[src/rtl/sram_fifo.sv]
// sram_fifo: first-word-fall-through FIFO whose storage lives in an external
// 1r1w SRAM (1-cycle read latency, NEW_DATA read-during-write).
// Ports:
//   clk, reset          clock, synchronous active-high reset
//   flush_en            discard all contents
//   enqueue_en/_value   push request and data
//   dequeue_en          pop the head
//   dequeue_value       head entry (valid while !empty)
//   empty, full         status
//   almost_full, count  occupancy status (registered state only)
//   sram_read_*         read port of the SRAM macro wrapper
//   sram_write_*        write port of the SRAM macro wrapper
module sram_fifo #(
   parameter int DATA_WIDTH            = 32,
   parameter int SIZE                  = 64,
   parameter int ALMOST_FULL_THRESHOLD = SIZE - 4,
   parameter int ADDR_WIDTH            = $clog2(SIZE)
) (
   input  logic                  clk,
   input  logic                  reset,
   input  logic                  flush_en,
   input  logic                  enqueue_en,
   input  logic [DATA_WIDTH-1:0] enqueue_value,
   input  logic                  dequeue_en,
   output logic [DATA_WIDTH-1:0] dequeue_value,
   output logic                  empty,
   output logic                  full,
   output logic                  almost_full,
   output logic [ADDR_WIDTH:0]   count,
   output logic                  sram_read_en,
   output logic [ADDR_WIDTH-1:0] sram_read_addr,
   input  logic [DATA_WIDTH-1:0] sram_read_data,
   output logic                  sram_write_en,
   output logic [ADDR_WIDTH-1:0] sram_write_addr,
   output logic [DATA_WIDTH-1:0] sram_write_data
);

   localparam logic [ADDR_WIDTH:0]   CNT_ONE  = 1;
   localparam logic [ADDR_WIDTH:0]   CNT_ZERO = '0;
   localparam logic [ADDR_WIDTH-1:0] PTR_ONE  = 1;
   localparam logic [ADDR_WIDTH:0]   CNT_FULL = (ADDR_WIDTH+1)'(SIZE);
   localparam logic [ADDR_WIDTH:0]   CNT_AF   =
      (ADDR_WIDTH+1)'(ALMOST_FULL_THRESHOLD);

   logic [ADDR_WIDTH-1:0] wr_ptr;
   logic [ADDR_WIDTH-1:0] rd_ptr;
   logic [ADDR_WIDTH:0]   mem_count;
   logic                  in_flight;
   logic                  out_valid;
   logic [DATA_WIDTH-1:0] out_reg;

   logic enq_acc;
   logic deq_acc;
   logic holding;
   logic read_issue;

   assign count = mem_count
                + {{ADDR_WIDTH{1'b0}}, out_valid}
                + {{ADDR_WIDTH{1'b0}}, in_flight};
   assign full        = (count == CNT_FULL);
   assign almost_full = (count >= CNT_AF);
   assign empty       = !(out_valid || in_flight);
   assign dequeue_value = out_valid ? out_reg : sram_read_data;

   always_comb begin
      enq_acc = enqueue_en && !full && !flush_en && !reset;
      deq_acc = dequeue_en && !empty && !flush_en && !reset;
      // The head slot (output register or pending read) is occupied
      // unless it is being consumed this cycle.
      holding = (out_valid || in_flight) && !deq_acc;
      // With mem_count == 0 an accepted enqueue is read straight back
      // through the SRAM's NEW_DATA read-during-write path.
      read_issue = ((mem_count != CNT_ZERO) || enq_acc)
                && !holding && !flush_en && !reset;
   end

   assign sram_read_en    = read_issue;
   assign sram_read_addr  = rd_ptr;
   assign sram_write_en   = enq_acc;
   assign sram_write_addr = wr_ptr;
   assign sram_write_data = enqueue_value;

   always_ff @(posedge clk) begin
      if (reset || flush_en) begin
         wr_ptr    <= '0;
         rd_ptr    <= '0;
         mem_count <= '0;
         in_flight <= 1'b0;
         out_valid <= 1'b0;
      end else begin
         if (enq_acc)
            wr_ptr <= wr_ptr + PTR_ONE;
         if (read_issue)
            rd_ptr <= rd_ptr + PTR_ONE;
         if (enq_acc && !read_issue)
            mem_count <= mem_count + CNT_ONE;
         else if (!enq_acc && read_issue)
            mem_count <= mem_count - CNT_ONE;
         in_flight <= read_issue;
         out_valid <= holding;
      end
   end

   // Returned read data is parked here when the head is not consumed.
   always_ff @(posedge clk) begin
      if (in_flight && !deq_acc)
         out_reg <= sram_read_data;
   end

endmodule

[config.mk]
export PLATFORM = sky130hd
export DESIGN_NAME = sram_fifo
export DESIGN_NICKNAME = d
export VERILOG_FILES = /design/src/rtl/sram_fifo.sv
export SDC_FILE = /design/constraint.sdc
export NUM_CORES = 1
export LEC_CHECK = 0
export CORE_ASPECT_RATIO = 0.6
export CORE_MARGIN = 10
export CORE_UTILIZATION = 36
export CTS_CLUSTER_DIAMETER = 100
export DETAILED_ROUTE_END_ITERATION = 10
export PLACE_DENSITY = 0.77
export SLEW_MARGIN = 25
export SYNTH_ARGS = -nofsm -noshare
export SYNTH_HDL_FRONTEND = slang
export SYNTH_SLANG_ARGS = --single-unit
export TNS_END_PERCENT = 5
[constraint.sdc]
create_clock -name clk -period 3.79 [get_ports clk]
set_input_delay 0.379 -clock clk [delete_from_list [all_inputs] [get_ports clk]]
set_output_delay 0.379 -clock clk [all_outputs]
set_load 0.005 [all_outputs]
# Yosys cells after proc, flatten, opt, wreduce, memory -nomap -nowiden
# Index checks and enable logic that the tools add are counted.
[classes]
n_bitwise = 0
order_cmp = 1
n_addsub = 6
multipliers = 0
div = 0
n_eq_ne = 1
mux = 3
reduce_logical = 26
shifts = 0
[ops]
columns = ["cell", "n"]
rows = [
  ["two-way mux 32 bit", 1],
  ["adder 7 x 1 -> 7 bit", 2],
  ["two-way mux 7 bit", 2],
  ["logical AND 1 bit", 13],
  ["adder 6 x 1 -> 6 bit, second input constant", 2],
  ["logical NOT 1 bit", 8],
  ["adder 7 x 1 -> 7 bit, second input constant", 1],
  ["equality test 7 bit, second input constant", 1],
  ["greater-or-equal comparator 7 x 6 -> 1 bit, second input constant", 1],
  ["nonzero test 7 bit", 1],
  ["subtractor 7 x 1 -> 7 bit, second input constant", 1],
  ["logical OR 1 bit", 3],
  ["nonzero test 2 bit", 1],
]
[word_totals]
input_bits = 69
reg_bits = 53
word_cells = 43
mem_bits_rw = 0
latchBits = 0
n_memories = 0
romBits = 0

# Logic depth before layout (Yosys ltp)
# Gate-level depths: netlist of the first run.
[depth]
depth_word = 14
depth_mapped = 15
ltp_nobuf = 14

# Worst setup path after synthesis of the first run
# Ideal clock, no wire load.
[synth_path]
path_kind = "flip-flop to flip-flop"
start = "reg mem_count[0]"
end = "reg mem_count[6]"
period_less_slack_ns = 3.707
t_required_ns = 3.718
stages_incl_launch_ff = 16
arrival_ns = 3.635
path_slack_ns = 0.083
path_cell_list = "dfxtp_1 > fa_1 > ha_1 > nand3_1 > a21oi_1 > o311a_4 > buf_6 > nor3_1 > ha_1 > inv_1 > ha_1 > nor2b_1 > o31a_1 > or3_1 > nand3_1 > mux2i_1"
[synth_via]
elab_chain_len = 14
word_cells_on_any_way = 21
classes_between = "add/sub (4); eq/ne (1); mux (2); reduce/logical (14)"
[synth_rtl]
columns = ["item", "line", "rtl"]
rows = [
  ["start, declared", "47", "logic [ADDR_WIDTH:0] mem_count;"],
  ["start signal, assigned", "96", "mem_count <= mem_count + CNT_ONE;"],
  ["start signal, assigned", "98", "mem_count <= mem_count - CNT_ONE;"],
  ["adder 7 x 1 -> 7 bit (*)", "58", "+ {{ADDR_WIDTH{1'b0}}, out_valid}"],
  ["adder 7 x 1 -> 7 bit (*)", "59", "+ {{ADDR_WIDTH{1'b0}}, in_flight};"],
  ["equality test 7 bit (*)", "60", "assign full = (count == CNT_FULL);"],
  ["net full", "27", "output logic full,"],
  ["logical NOT 1 bit (*)", "66", "enq_acc = enqueue_en && !full && !flush_en && !reset;"],
  ["logical AND 1 bit (*) (3 in series)", "66", ""],
  ["net sram_write_en", "33", "output logic sram_write_en,"],
  ["logical OR 1 bit", "73", "read_issue = ((mem_count != CNT_ZERO) || enq_acc)"],
  ["logical AND 1 bit (3 in series)", "74", "&& !holding && !flush_en && !reset;"],
  ["logical NOT 1 bit", "95", "if (enq_acc && !read_issue)"],
  ["logical AND 1 bit", "95", ""],
  ["two-way mux 7 bit / nonzero test 2 bit (equally long branches)", "n/a", ""],
]
# Mark *: on every way through the listed nets, which the timed path passes. The rest lies on a longest branch. The select of a mux whose other input is x is not followed.
# A chain may end at the register's enable or synchronous reset.

# Worst setup path in the final report of the first run
[layout_path]
start = "reg mem_count[0]"
end = "reg mem_count[6]"
[layout_via]
elab_chain_len = 14
word_cells_on_any_way = 21
classes_between = "add/sub (4); eq/ne (1); mux (2); reduce/logical (14)"
[layout_rtl]
columns = ["item", "line"]
rows = [
  ["adder 7 x 1 -> 7 bit", "58"],
  ["adder 7 x 1 -> 7 bit", "59"],
  ["equality test 7 bit", "60"],
  ["logical NOT 1 bit", "66"],
  ["logical AND 1 bit (3 in series)", "66"],
  ["logical OR 1 bit", "73"],
  ["logical AND 1 bit (3 in series)", "74"],
  ["logical NOT 1 bit", "95"],
  ["logical AND 1 bit", "95"],
  ["two-way mux 7 bit / nonzero test 2 bit (equally long branches)", "n/a"],
]
# Parallel ways exist; a longest one is shown, timed or not. The select of a mux whose other input is x is not followed.

==> impl_metrics.py, run 1 <==
metrics = {
    "outcome": {
        "outcome": "complete, no violations",
    },
    "sta": {
        "slew_headroom_pct": 57.2,
        "setup_viol": 0,
        "whs_ns": 0.498,
        "worst_pin_slew_ns": 0.640,
        "finalSetupTns_ns": 0,
        "slew_viol_final": 0,
        "period_share_pct": 94.7,
        "fmax_mhz": 279,
        "rsz0062_at_grt": "false",
        "finalClockSkew_ns": 0.00736,
        "hold_viol": 0,
        "min_period_ns": 3.59,
    },
    "floorplan": {
        "start_util_pct": 37.3,
        "die_w_um": 137,
        "rows": 25,
        "die-height_um": 90.3,
        "ios": 157,
        "core_area_um2": 7950,
        "dieArea_um2": 12400,
    },
    "worst_hold_path": {
        "hold_class": "reg2reg",
        "hold_path_depth": 2,
        "min_to": "sram_write_addr[5]$_SDFFE_PP0P_",
        "min_from": "sram_write_addr[5]$_SDFFE_PP0P_",
    },
    "logic_synthesis": {
        "async_flop_share_pct": 0,
        "synth_area_um2": 2970,
        "syn_inst": 263,
        "yosysTopAreaCellShare_pct": 32.4,
        "ys_types": 45,
        "yosysTopAreaCell": "edfxtp_1",
        "synth_seq_cells": 53,
        "synthTopCellsByArea": "edfxtp_1, dfxtp_1, mux2_2, buf_4, ha_1",
        "ys.flop_type": "edfxtp_1",
        "avgSynthCellArea_um2": 11.3,
        "synth_seq_area_share_pct": 46.6,
        "syn_nets": 343,
        "synth_edf_count": 32,
        "ys_warn_count": 0,
    },
    "run": {
        "drv_cap": 0,
    },
    "routing": {
        "viasPerCell": 4.92,
        "drc": 0,
        "via_count": 2137,
        "wl_per_cell_um": 17.7,
        "drtIter0Drc": 125,
        "ant_nets": 0,
        "wl_um": 7680,
        "dr.pass1.iters": 4,
    },
    "setup_path": {
        "worstPathCellList": "fa_1 > ha_1 > nand3_1 > a21oi_1 > o311a_4 > nor3_2 > ha_1 > inv_1 > ha_1 > nor2b_1 > o31a_1 > or3_1 > nand3_1 > mux2i_1",
        "timing.rr.start": "mem_count[0]$_SDFFE_PP0P_",
        "end_kind": "flip-flop",
        "crit_type": "reg2reg",
        "cpMaxStageDelayCell": "fa_1",
        "ff2ff_setup_slack_ns": 0.20,
        "cp.arrival_ns": 3.81,
        "path_max_fanout": 5,
        "worstPathRequired_ns": 4.01,
        "critPathMaxStageDelay_ns": 0.50,
        "worstSetupStartpointType": "flip-flop",
        "crit_family": "adder cells",
        "critPathBufInv": 1,
        "crit_top_cell": "ha_1",
        "r2r-end": "mem_count[6]$_SDFFE_PP0P_",
        "rr_worst_depth": 14,
    },
    "placed_design": {
        "gp_congestion": 0.942,
        "hpwl_um": 5870,
        "place_area_um2": 3750,
        "port-buffer-count": 92,
    },
    "power_and_ir_drop": {
        "power.internal_mw": 1.11,
        "power_mw": 1.45,
        "powerDensity_nw_per_um2": 366,
        "power.switching_uw": 334,
        "combPwrFrac_pct": 19.0,
        "max-vdd-ir-drop_mv": 0.186,
        "clkPwrFrac_pct": 35.2,
        "p_leak_nw": 1.42,
        "p_seq_share_pct": 45.8,
        "sw_frac_of_total_pct": 23.1,
    },
    "cells_and_area": {
        "final_cell_mix": "clkdlybuf4s50_1, mux2_2, edfxtp_1",
        "register_area_um2": 1380,
        "multi_input_area_um2": 1240,
        "areaGrowthSynthToFinish_pct": 33.2,
        "drive_above_1_share_pct": 16.3,
        "final_cell_area_um2": 3950,
        "antenna_cells": 0,
        "n_fill_cell": 724,
        "final_common_cell": "clkdlybuf4s50_1",
        "final_nets": 405,
        "largest_register_ffs": 32,
    },
    "clock_network": {
        "clock_latency_ns": 0.29,
        "cts_max_path_buffers": 2,
        "cts-buffers-inserted": 5,
        "cts_setup_buffers": 0,
        "htreeDepth": 2,
        "clkSinkCount": 53,
        "cts_root_buf": "clkbuf_16",
        "cts_tree": "yes",
        "path_clk_slew_ns": 0.07,
    },
    "grt": {
        "grt_max_degree": 34,
        "grt_overflow_total": 0,
        "grt_pass1_wl_um": 12000,
        "grt_pass1_vias": 2139,
        "track_usage_pct": 12.0,
        "antenna_found_initial": 0,
    },
}
synth_stat cells, types with 2 or more instances:
| cell type | number |
|---|---|
| edfxtp_1 | 32 |
| and3_1 | 2 |
| o21ai_0 | 9 |
| nand4_1 | 5 |
| mux2_2 | 32 |
| ha_1 | 9 |
| xor2_1 | 8 |
| nand3b_1 | 2 |
| buf_1 | 2 |
| inv_1 | 7 |
| dfxtp_1 | 21 |
| xnor2_1 | 5 |
| nand2_1 | 15 |
| buf_4 | 32 |
| nor2_1 | 15 |
| fa_1 | 2 |
| clkbuf_1 | 5 |
| mux2i_1 | 2 |
| a21oi_1 | 11 |
| o31a_1 | 2 |
| nor4b_1 | 2 |
| o21a_1 | 2 |
| nand3_1 | 5 |
| nor4_1 | 2 |
| or3_1 | 7 |
| buf_6 | 5 |
| nor3_1 | 4 |
worst max path at each step:
stage	from	endpoint	cells after the start
finish	mem_count[0]$_SDFFE_PP0P_	mem_count[6]$_SDFFE_PP0P_	14
global route	mem_count[0]$_SDFFE_PP0P_	mem_count[6]$_SDFFE_PP0P_	14
CTS	mem_count[0]$_SDFFE_PP0P_	mem_count[6]$_SDFFE_PP0P_	14
detailed placement	mem_count[0]$_SDFFE_PP0P_	mem_count[6]$_SDFFE_PP0P_	14
global placement	mem_count[0]$_SDFFE_PP0P_	mem_count[6]$_SDFFE_PP0P_	14
floorplan	mem_count[0]$_SDFFE_PP0P_	mem_count[6]$_SDFFE_PP0P_	15
stage by stage:
stage	instances	setup WS, ns	utilization [%]
floorplan	263	0.0831	-
global placement	425	0.276	47.3
detailed placement	425	0.173	47.3
CTS	433	0.135	49.3
global route	434	0.0167	49.7
finish	434	0.201	49.7
timing repair:
item,4_1_cts,5_1_grt
hold buffers,0,0
endpoints found under the hold margin,0,0
gates resized for setup,0,1
endpoints found under the setup margin,0,1
per-layer routing:
metal / share of wire, % / up-vias / track usage, %
li1: - / 1034 / -
met1: 48 / 1014 / 16.5
met2: 42 / 82 / 17.5
met3: 8.5 / 7 / 4.11
met4: 1.2 / 0 / 3.23
met5: 0 / - / 0
power by group through the flow:
stage / Sequential, mW / Combinational [mW] / Clock (mW)
floorplan: 0.666 / 0.165 / 0
CTS: 0.663 / 0.272 / 0.524
finish: 0.663 / 0.275 / 0.509
global route: 0.667 / 0.299 / 0.547
detailed placement: 0.675 / 0.270 / 0
global placement: 0.674 / 0.264 / 0
cell families after synthesis:
group / count (synthesis) / synth area share, %
XOR/XNOR: 13 / 3.84
flip-flops: 53 / 46.6
buffers and inverters: 52 / 12.0
multiplexers: 34 / 12.8
AND/OR/NAND/NOR: 66 / 11.6
adder cells (fa/ha/maj): 11 / 5.15
AO/OA/AOI/OAI: 34 / 7.98
worst register-to-register path: cells and delay by family (launching register included):
family,cells,cell delay (ns)
fa+ha+maj,4,1.31
simple gates,5,0.85
compound gates,3,0.71
flops,1,0.37
mux,1,0.17
buf+inv,1,0.11
cell type report:
cell class	count	area share (%)
repair buffers	99	25.2
clock inverters	2	0.855
flip-flops and latches	53	35.0
clock buffers	6	3.26
multi-input cells	158	31.5
well taps	108	3.42
inverters	8	0.824
No activity file was read; power rests on OpenSTA's default activity.
==> inputs of run 2 (changes only) <==
- CORE_ASPECT_RATIO: 0.6 -> unset
- SKIP_LAST_GASP: unset -> 1
==> impl_metrics.py, run 2 (same netlist as run 1, synthesis figures left out) <==
metrics = {
    "outcome": {
        "outcome": "complete, no violations",
    },
    "setup_path": {
        "path_max_fanout": 5,
        "end_kind": "flip-flop",
        "crit_type": "reg2reg",
        "worstSetupStartpointType": "flip-flop",
        "critPathMaxStageDelay_ns": 0.48,
        "worstPathCellList": "fa_1 > ha_2 > nand3_1 > a21oi_1 > o311a_4 > nor3_2 > ha_1 > inv_1 > ha_1 > nor2b_1 > o31a_1 > or3_1 > nand3_1 > mux2i_1",
        "cpMaxStageDelayCell": "fa_1",
        "cp.arrival_ns": 3.74,
        "worstPathRequired_ns": 4.03,
        "critPathBufInv": 1,
        "crit_family": "adder cells",
    },
    "routing": {
        "drc": 0,
        "viasPerCell": 5.00,
        "wl_um": 7120,
        "via_count": 2152,
        "dr.pass1.iters": 4,
        "ant_nets": 0,
        "drtIter0Drc": 96,
        "wl_per_cell_um": 16.5,
    },
    "clock_network": {
        "cts-buffers-inserted": 5,
        "cts_max_path_buffers": 2,
        "cts_tree": "yes",
        "path_clk_slew_ns": 0.10,
        "cts_root_buf": "clkbuf_8",
        "clock_latency_ns": 0.30,
        "cts_setup_buffers": 0,
        "htreeDepth": 2,
        "clkSinkCount": 53,
    },
    "cells_and_area": {
        "final_common_cell": "clkdlybuf4s50_1",
        "final_cell_mix": "clkdlybuf4s50_1, mux2_2, edfxtp_1",
        "drive_above_1_share_pct": 16.9,
        "final_nets": 404,
        "areaGrowthSynthToFinish_pct": 31.3,
        "largest_register_ffs": 32,
        "antenna_cells": 0,
    },
    "sta": {
        "slew_viol_final": 0,
        "rsz0062_at_grt": "false",
        "timing.final.ws_setup_ns": 0.291,
        "period_share_pct": 92.3,
        "finalClockSkew_ns": 0.00902,
        "finalSetupTns_ns": 0,
        "whs_ns": 0.521,
        "slew_headroom_pct": 68.0,
        "setup_viol": 0,
        "hold_viol": 0,
        "min_period_ns": 3.50,
        "fmax_mhz": 286,
        "worst_pin_slew_ns": 0.479,
    },
    "placed_design": {
        "port-buffer-count": 92,
        "gp_congestion": 0.810,
        "pre_cts_slack_ns": 0.175,
        "hpwl_um": 5430,
    },
    "grt": {
        "antenna_found_initial": 0,
        "grt_max_degree": 34,
        "grt_pass1_wl_um": 11800,
        "grt_pass1_vias": 2179,
        "grt_overflow_total": 0,
        "track_usage_pct": 11.4,
    },
    "floorplan": {
        "ios": 157,
        "rows": 33,
        "dieArea_um2": 12300,
        "die-height_um": 111,
        "start_util_pct": 36.5,
        "die_w_um": 111,
        "core_area_um2": 8130,
    },
    "run": {
        "drv_cap": 0,
    },
    "power_and_ir_drop": {
        "powerDensity_nw_per_um2": 338,
        "power_mw": 1.32,
        "p_leak_nw": 1.39,
        "max-vdd-ir-drop_mv": 0.164,
    },
    "worst_hold_path": {
        "hold_class": "reg2reg",
    },
}
## run 2: cell count changes in the layout (fill, tap and decap cells not counted)
cell / change
buf_4: -1
clkbuf_1: -1
clkbuf_16: -5
clkbuf_8: +5
clkinv_1: -1
clkinv_4: +1
clkinvlp_4: +1
ha_1: -1
ha_2: +1
## run 2: per-stage QoR
stage | utilization (%) | instance area (um2) | cells
after floorplan | - | 2970 | 263
after global placement | 46.0 | 3740 | 421
after detailed placement | 46.0 | 3740 | 421
after CTS | 47.4 | 3860 | 429
after global routing | 47.9 | 3890 | 430
final | 47.9 | 3890 | 430
## run 2: worst reg2reg max path, cell delays in order, from the launching register on
cell and delay, ns:
dfxtp_1 0.38, fa_1 0.48, ha_2 0.23, nand3_1 0.09, a21oi_1 0.06, o311a_4 0.39, nor3_2 0.14, ha_1 0.19
inv_1 0.11, ha_1 0.33, nor2b_1 0.15, o31a_1 0.27, or3_1 0.35, nand3_1 0.10, mux2i_1 0.17
## run 2: path summary, 6_finish.rpt
kind	depth (start not counted)	endpoint	slack, ns	start
hold / removal	2	sram_read_addr[5]$_SDFFE_PP0P_	0.52	sram_read_addr[5]$_SDFFE_PP0P_
setup / recovery	14	mem_count[6]$_SDFFE_PP0P_	0.29	mem_count[0]$_SDFFE_PP0P_
hold reg to reg	2	sram_read_addr[5]$_SDFFE_PP0P_	0.52	sram_read_addr[5]$_SDFFE_PP0P_
setup reg to reg	14	mem_count[6]$_SDFFE_PP0P_	0.29	mem_count[0]$_SDFFE_PP0P_
## run 2: layout make-up
cell class              count  area, um2
clock buffers               5       68.8
clock inverters             3       46.3
fillers                   750       4240
inverters                   8       32.5
multi-input cells         158       1250
flip-flops and latches     53       1380
well taps                 105        131
repair buffers             98        986
## run 2: what timing repair did
| action | CTS | global route |
|---|---|---|
| hold buffers | 0 | 0 |
| setup endpoints to repair | 0 | 1 |
| resized for setup | 0 | 2 |
## run 2: metal layers
layer	share of wire (%)	vias to the layer above	global-route usage [%]
li1	-	1035	-
met5	0	-	0
met3	8.1	20	4.27
met1	46	1006	14.9
met2	44	91	17.0
met4	1.5	0	3.21
## run 2: power by group
group	switching (mW)	leakage (nW)	total [mW]	internal, mW
clock network	0.189	0.0543	0.387	0.198
logic	0.110	0.867	0.269	0.160
registers	0.0199	0.465	0.660	0.640
